===== src/rtl/contador_pkg.sv =====
// Shared constants and helpers for the modulo up/down counter.
// Legality check and terminal-value helper used at elaboration and in logic.
package contador_pkg;

  localparam logic DIR_UP   = 1'b1;
  localparam logic DIR_DOWN = 1'b0;

  function automatic bit params_ok(
    input int w,
    input int m,
    input int rv
  );
    return (w >= 1) && (w <= 16) &&
           (m >= 2) && (m <= (1 << w)) &&
           (rv >= 0) && (rv < m);
  endfunction

  function automatic int unsigned terminal_val(
    input logic        up_down,
    input int unsigned modulus
  );
    return (up_down == DIR_UP) ? modulus - 32'd1 : 32'd0;
  endfunction

endpackage


===== src/rtl/contador_next_calc.sv =====
// Combinational next-state for the modulo counter.
// Priority: load > en > hold; compares are done one bit wider than count.
module contador_next_calc
  import contador_pkg::*;
#(
  parameter int unsigned WIDTH   = 4,
  parameter int unsigned MODULUS = 10
) (
  input  logic [WIDTH-1:0] count,
  input  logic             en,
  input  logic             up_down,
  input  logic             sat,
  input  logic             load,
  input  logic [WIDTH-1:0] load_value,
  output logic [WIDTH-1:0] next_count,
  output logic             wrap_evt,
  output logic             tc_evt,
  output logic             range_err
);

  localparam int unsigned W1 = WIDTH + 1;
  localparam logic [WIDTH:0] MOD_X = W1'(MODULUS);
  localparam logic [WIDTH-1:0] MOD_M1 = WIDTH'(MODULUS - 1);
  localparam logic [WIDTH-1:0] ONE = WIDTH'(1);

  logic [WIDTH:0]   cnt_x;
  logic [WIDTH:0]   ld_x;
  logic [WIDTH:0]   term_x;
  logic [WIDTH-1:0] step;
  logic             at_term;

  always_comb begin
    cnt_x      = {1'b0, count};
    ld_x       = {1'b0, load_value};
    term_x     = W1'(terminal_val(up_down, MODULUS));
    // Going up, anything at or past the top is treated as terminal
    at_term    = (up_down == DIR_UP) ? (cnt_x >= term_x)
                                     : (cnt_x == term_x);
    step       = (up_down == DIR_UP) ? count + ONE : count - ONE;
    next_count = count;
    wrap_evt   = 1'b0;
    tc_evt     = 1'b0;
    range_err  = 1'b0;
    if (load) begin
      range_err  = (ld_x >= MOD_X);
      next_count = range_err ? MOD_M1 : load_value;
    end else if (en) begin
      if (!at_term) begin
        next_count = step;
      end else begin
        tc_evt = 1'b1;
        if (!sat) begin
          wrap_evt   = 1'b1;
          next_count = (up_down == DIR_UP) ? '0 : MOD_M1;
        end
      end
    end
  end

endmodule


===== src/rtl/contador_mod_updown.sv =====
// Parametrised modulo up/down counter with load, saturate and flags.
// carry_out is the zero-latency enable for a cascaded next stage.
module contador_mod_updown
  import contador_pkg::*;
#(
  parameter int unsigned WIDTH       = 4,
  parameter int unsigned MODULUS     = 10,
  parameter int unsigned RESET_VALUE = 0
) (
  input  logic             clk,
  input  logic             reset,
  input  logic             en,
  input  logic             up_down,
  input  logic             sat,
  input  logic             load,
  input  logic [WIDTH-1:0] load_value,
  input  logic             clr_flag,
  output logic [WIDTH-1:0] count,
  output logic             carry_out,
  output logic             tc_pulse,
  output logic             wrap_flag,
  output logic             load_err
);

  localparam int unsigned W1 = WIDTH + 1;
  localparam logic [WIDTH-1:0] RST_V = WIDTH'(RESET_VALUE);

  if (!params_ok(int'(WIDTH), int'(MODULUS), int'(RESET_VALUE)))
  begin : g_bad_params
    $error("contador_mod_updown: illegal WIDTH/MODULUS/RESET_VALUE");
  end

  logic [WIDTH-1:0] count_q, count_d;
  logic             tc_q, tc_d;
  logic             wrap_q, wrap_d;
  logic             lerr_q, lerr_d;
  logic [WIDTH-1:0] nxt;
  logic             wrap_evt, tc_evt, range_err;
  logic [WIDTH:0]   term_x;

  contador_next_calc #(
    .WIDTH   (WIDTH),
    .MODULUS (MODULUS)
  ) u_next (
    .count      (count_q),
    .en         (en),
    .up_down    (up_down),
    .sat        (sat),
    .load       (load),
    .load_value (load_value),
    .next_count (nxt),
    .wrap_evt   (wrap_evt),
    .tc_evt     (tc_evt),
    .range_err  (range_err)
  );

  always_comb begin
    count_d = nxt;
    tc_d    = tc_evt;
    lerr_d  = range_err;
    // A wrap in the same cycle as clr_flag keeps the flag set
    wrap_d  = wrap_evt ? 1'b1 : (clr_flag ? 1'b0 : wrap_q);
    term_x  = W1'(terminal_val(up_down, MODULUS));
  end

  always_ff @(posedge clk) begin
    if (reset) begin
      count_q <= RST_V;
      tc_q    <= 1'b0;
      wrap_q  <= 1'b0;
      lerr_q  <= 1'b0;
    end else begin
      count_q <= count_d;
      tc_q    <= tc_d;
      wrap_q  <= wrap_d;
      lerr_q  <= lerr_d;
    end
  end

  assign carry_out = en & ~load & ~reset &
                     ({1'b0, count_q} == term_x);
  assign count     = count_q;
  assign tc_pulse  = tc_q;
  assign wrap_flag = wrap_q;
  assign load_err  = lerr_q;

endmodule


===== config.mk =====
export PLATFORM = sky130hd
export DESIGN_NAME = contador_mod_updown
export DESIGN_NICKNAME = d
export VERILOG_FILES = /design/src/rtl/contador_pkg.sv /design/src/rtl/contador_next_calc.sv /design/src/rtl/contador_mod_updown.sv
export SDC_FILE = /design/constraint.sdc
export NUM_CORES = 1
export LEC_CHECK = 0
export ABC_AREA = 1
export ABC_CLOCK_PERIOD_IN_PS = 3900
export CAP_MARGIN = 0
export CORE_AREA = 2 2 39 41
export DETAILED_ROUTE_END_ITERATION = 10
export DIE_AREA = 0 0 41 43
export DONT_BUFFER_PORTS = 1
export GPL_ROUTABILITY_DRIVEN = 0
export PLACE_DENSITY = 0.64
export SYNTH_ARGS = -nofsm -noshare
export SYNTH_HDL_FRONTEND = slang
export SYNTH_SLANG_ARGS = --single-unit

===== constraint.sdc =====
create_clock -name clk -period 3.9 [get_ports clk]
set_input_delay 0 -clock clk [delete_from_list [all_inputs] [get_ports clk]]
set_output_delay 0 -clock clk [all_outputs]
set_load 0.02 [all_outputs]

==> Yosys cells after proc, flatten, opt, wreduce, memory -nomap -nowiden <==
Cells that the tools add are included.
{ "word_totals": {"reg_bits": 7, "input_bits": 11, "out_inout_bits": 8, "wordCells": 37} }
{ "op_classes": {"addsub": 2, "order_cmp": 2, "n_eq_ne": 2, "muxes": 16, "n_bitwise": 6, "n_reduce_logical": 5} }
{ "op_table": {"columns": ["cell", "count"], "rows": [
  ["$mux W4", 8],
  ["$mux W1", 8],
  ["$eq A4 B5 Y1", 1],
  ["$ge A4 B5 Y1", 1],
  ["$add A4 B1 Y4 const B", 1],
  ["$ge A4 B4 Y1 const B", 1],
  ["$reduce_bool A2 Y1", 2],
  ["$sub A4 B1 Y4 const B", 1],
  ["$and A1 B1 Y1", 3],
  ["$ne A3 B3 Y1 const B", 1],
  ["$not A1 Y1", 3],
  ["$reduce_or A3 Y1", 1],
  ["$reduce_and A2 Y1", 1],
  ["$reduce_or A2 Y1", 1]
]} }

==> Depth between registers and ports, before layout <==
{ "depth": {"depth_word": 7, "ltp_mapped": 12, "ltp_nobuf": 12} }

==> Hierarchy <==
A second synthesis with hierarchy kept.
{ "hier_totals": {"cells_unflattened": 108, "hier_area_um2": 661.9} }
{ "modules_own_cells": {"columns": ["module", "n_inst", "cells_per_inst", "area_per_inst_um2", "seq_area_each_um2"], "rows": [
  ["contador_next_calc", 1, 74, 412.9, 0.0],
  ["contador_mod_updown", 1, 34, 249.0, 140.1]
]} }

==> Worst setup path after synthesis <==
Ideal clock, no wire load.
{ "synth_timing": {"kind": "register to register", "startpoint": "reg count_q[0] (netlist: count[0])", "endpoint": "reg count_q[2] (netlist: count[2])", "setup_ns": 0.064, "t_arrival_ns": 1.458, "t_required_ns": 3.836, "setup_slack_ns": 2.378, "path_stages_with_launch": 8, "n_path_buf": 0, "synth_period_minus_slack_ns": 1.522, "cell_sequence": "dfxtp_1 inv_1 fa_1 a21oi_1 o21ai_0 o21ai_0 nor2_1 nor2_1"} }
{ "synth_between": {"elab_chain_len": 5, "word_cells_on_any_way": 11, "classes_between": "add/sub (2); order compare (1); eq/ne (2); mux (5); reduce/logical (1)"} }
{ "synth_rtl": {"columns": ["element", "line_no", "rtl"], "rows": [
  ["from (decl)", "contador_mod_updown.sv:33", "logic [WIDTH-1:0] count_q, count_d;"],
  ["from (signal assigned)", "contador_mod_updown.sv:73", "count_q <= count_d;"],
  ["$sub A4 B1 Y4 (tied with other cells)", "contador_next_calc.sv:39", "step = (up_down == DIR_UP) ? count + ONE : count - ONE;"],
  ["$mux W4 / $mux W1 (equally long branches)", "contador_next_calc.sv:39, contador_next_calc.sv:37", null],
  ["$mux W4", "contador_next_calc.sv:48", "if (!at_term) begin"],
  ["$mux W4", "contador_next_calc.sv:47", "end else if (en) begin"],
  ["$mux W4", "contador_next_calc.sv:44", "if (load) begin"]
]} }
Parallel ways exist; a longest one is shown, timed or not. The select of a mux whose other input is x is not followed.
A chain may end at the register's enable or synchronous reset.

==> Worst setup path in the final report <==
{ "layout_timing": {"startpoint": "reg count_q[0] (netlist: count[0])", "endpoint": "reg wrap_q (netlist: wrap_flag)"} }
{ "layout_between": {"elab_chain_len": 6, "word_cells_on_any_way": 8, "classes_between": "order compare (1); eq/ne (1); mux (5); reduce/logical (1)"} }
{ "layout_rtl": {"columns": ["element", "line_no", "rtl"], "rows": [
  ["$ge A4 B5 Y1 / $eq A4 B5 Y1 (equally long branches)", "contador_next_calc.sv:37, contador_next_calc.sv:38", null],
  ["$mux W1 *", "contador_next_calc.sv:37", "at_term = (up_down == DIR_UP) ? (cnt_x >= term_x)"],
  ["$mux W1 *", "contador_next_calc.sv:48", null],
  ["$mux W1 *", "contador_next_calc.sv:47", null],
  ["$mux W1 *", "contador_next_calc.sv:44", null],
  ["$mux W1 / $reduce_bool A2 Y1 (equally long branches)", null, null],
  ["to (signal assigned)", "contador_mod_updown.sv:75", "wrap_q <= wrap_d;"],
  ["to (decl)", "contador_mod_updown.sv:35", "logic wrap_q, wrap_d;"]
]} }
Every way passes the cells marked *; elsewhere a longest branch is shown, timed or not.

==> results.md <==
* Leak Pwr at 0.312 nW
* Die height at 43 um
* Clock skew at 10.1 ps
* NumNets Final at 107
* Worst EP arrival at 2270 ps
* Worst VDD drop at 0.000200 V
* Syn_nets at 97
* CTS Sinks at 7
* CTS tree: yes
* Largest net degree at the start of global routing at 8
* Vias at 512
* Critical Path Sink Type: register
* Number of setup violations in the final report at 0
* Initial antenna violation count at 0
* Die W at 41 um
* Fin Hold WS at 10.7 ps
* Clock insertion delay at the later pin of the skew report at 260 ps
* Postcts setup bufs at 0
* Outcome: finished, final reports clean
* Synth Cell Area at 522 um2
* Max_cap viols at 0
* Synth area leader: dfxtp_1
* Final hold vios at 0
* CTS Buffer Depth at 2
* Yosys warns at 0
* Vias per std cell at 4.83
* Antenna-violating nets left at 0
* Fmax at 483 MHz
* Critical path class: reg2reg
* Worst-path clk slew at 60 ps
* Vias in the first global route at 509
* Crit start category: register
* Peak fanout along the critical path at 5
* Area added between synthesis and finish at 18.5%
* DRC violation total after the first TritonRoute iteration at 9
* WL/cell at 11.5 um
* Clock Tree Root: clkbuf_4
* Power Density at 378 mW/mm2
* Gr usage total at 0.167
* Average cell area after synthesis at 6.44 um2
* I/O Buffers at 0
* Final Slew Violations at 0
* Htree depth at 1
* First-pass iteration count of the detailed router at 3
* Post-synthesis sequential area ratio at 0.269
* Hpwl dp at 984 um
* Share of cells above drive strength 1 at 0.111
* Worst Hold Class: in2reg
* Register Area at 140 um2
* Antenna cell count at 0
* #FFs+latches synth at 7
* Syn Inst Count at 81
* Min cycle time layout at 2070 ps
* CTS Buf Count at 3
* Least-Margin Pin Slew at 414 ps
* Remaining global-route overflow at 0
* Drt total wl at 1220 um
* Top post-synthesis cells by area: dfxtp_1 27%, nand2_1 12%, inv_1 11%
* Core Region at 0.00138 mm2
* Max-Slew Margin vs Limit at 0.723
* Crit share post-route at 0.530
* Synth top area share at 0.269
* Critical Path RT at 4110 ps
* Distinct cells, synth at 16
* Die area at 0.00176 mm2
* Area occupied by multi-input gates at 325 um2
* Site Rows at 14
* First-pass GRT wire length at 2030 um
* RSZ-0062 raised after global routing: no
* Starting Density at 0.377
* Num ports at 19
* Number of fill cells at 157
* Setup tns final at 0 ps
* Drt drc at 0
## sequential cells by signal (all words and copies together) (netlist names)
| register | flops |
|---|---|
| load_err | 1 |
| count | 4 |
| tc_pulse | 1 |
| wrap_flag | 1 |
## cells in the mapped netlist
| master | number |
|---|---|
| nand4_1 | 1 |
| nor3_1 | 1 |
| o21ai_0 | 4 |
| ha_1 | 4 |
| inv_1 | 15 |
| dfxtp_1 | 7 |
| nand2_4 | 1 |
| xor2_1 | 1 |
| nor2_2 | 1 |
| nand2_2 | 4 |
| or2_2 | 1 |
| a21oi_1 | 6 |
| nand3_1 | 7 |
| nand2_1 | 17 |
| nor2_1 | 10 |
| fa_1 | 1 |
## metrics by stage
step / std cells / util / cell area [um2] / setup WS [ps] / power [W]
floorplan: 81 / - / 522 / 2380 / 0.000147
global placement: 97 / 0.392 / 542 / 2230 / 0.000160
detailed placement: 97 / 0.392 / 542 / 2210 / 0.000161
CTS: 106 / 0.447 / 618 / 1820 / 0.000236
global route: 106 / 0.447 / 618 / 1730 / 0.000250
finish: 106 / 0.447 / 618 / 1830 / 0.000233
## final cells by class
class | instances | area share
multi-input cells | 59 | 0.526
inverters | 15 | 0.0911
repair buffers | 5 | 0.0810
clock buffers | 4 | 0.0425
well taps | 16 | 0.0324
flip-flops and latches | 7 | 0.227
## logic make-up after synthesis
family / share of synthesized area
flops: 0.269
compound gates: 0.0959
buf+inv: 0.108
fa+ha+maj: 0.134
xor+xnor: 0.0168
simple gates: 0.377
## cells in the final DEF (no fill, tap or decap), types with 3 or more instances in the layout
| master | instances |
|---|---|
| inv_1 | 15 |
| nand3_1 | 7 |
| ha_1 | 4 |
| clkbuf_4 | 3 |
| dfxtp_1 | 7 |
| a21oi_1 | 6 |
| nand2_1 | 17 |
| dlygate4sd3_1 | 5 |
| o21ai_0 | 4 |
| nor2_1 | 10 |
| nand2_2 | 4 |
## worst max-delay path: stages (launching register included)
cell and delay [ps]:
dfxtp_1 470, inv_1 160, ha_1 300, nand3_1 160, nand2_2 150, nand4_1 90
a21oi_1 130, dlygate4sd3_1 550
## power by group
part | switching (W) | leakage, nW | internal, W | total (W)
Sequential | 0.0000148 | 0.0575 | 0.0000779 | 0.0000927
Clock | 0.0000301 | 0.0150 | 0.0000393 | 0.0000693
Combinational | 0.0000430 | 0.240 | 0.0000283 | 0.0000713
Total | 0.0000880 | 0.312 | 0.000145 | 0.000233
## timing repair
action / 4_1_cts / 5_1_grt
hold buffers: 5 / 0
gates resized for setup: 0 / 0
hold endpoints to repair: 7 / 0
## final timing paths
check / from / to / slack [ps] / cells after the start
setup / recovery: count[0] / wrap_flag / 1830 / 7
hold / removal: load_value[1] / load_err / 10 / 2
setup reg to reg: count[0] / wrap_flag / 1830 / 7
hold reg to reg: count[1] / count[1] / 660 / 2
## metal layers
metal | global-route usage | wire, um
met1 | 0.221 | 583
met2 | 0.241 | 524
met3 | 0.0471 | 98
met4 | 0.0800 | 11
met5 | 0 | 0
(Power assumes the default switching activity.)
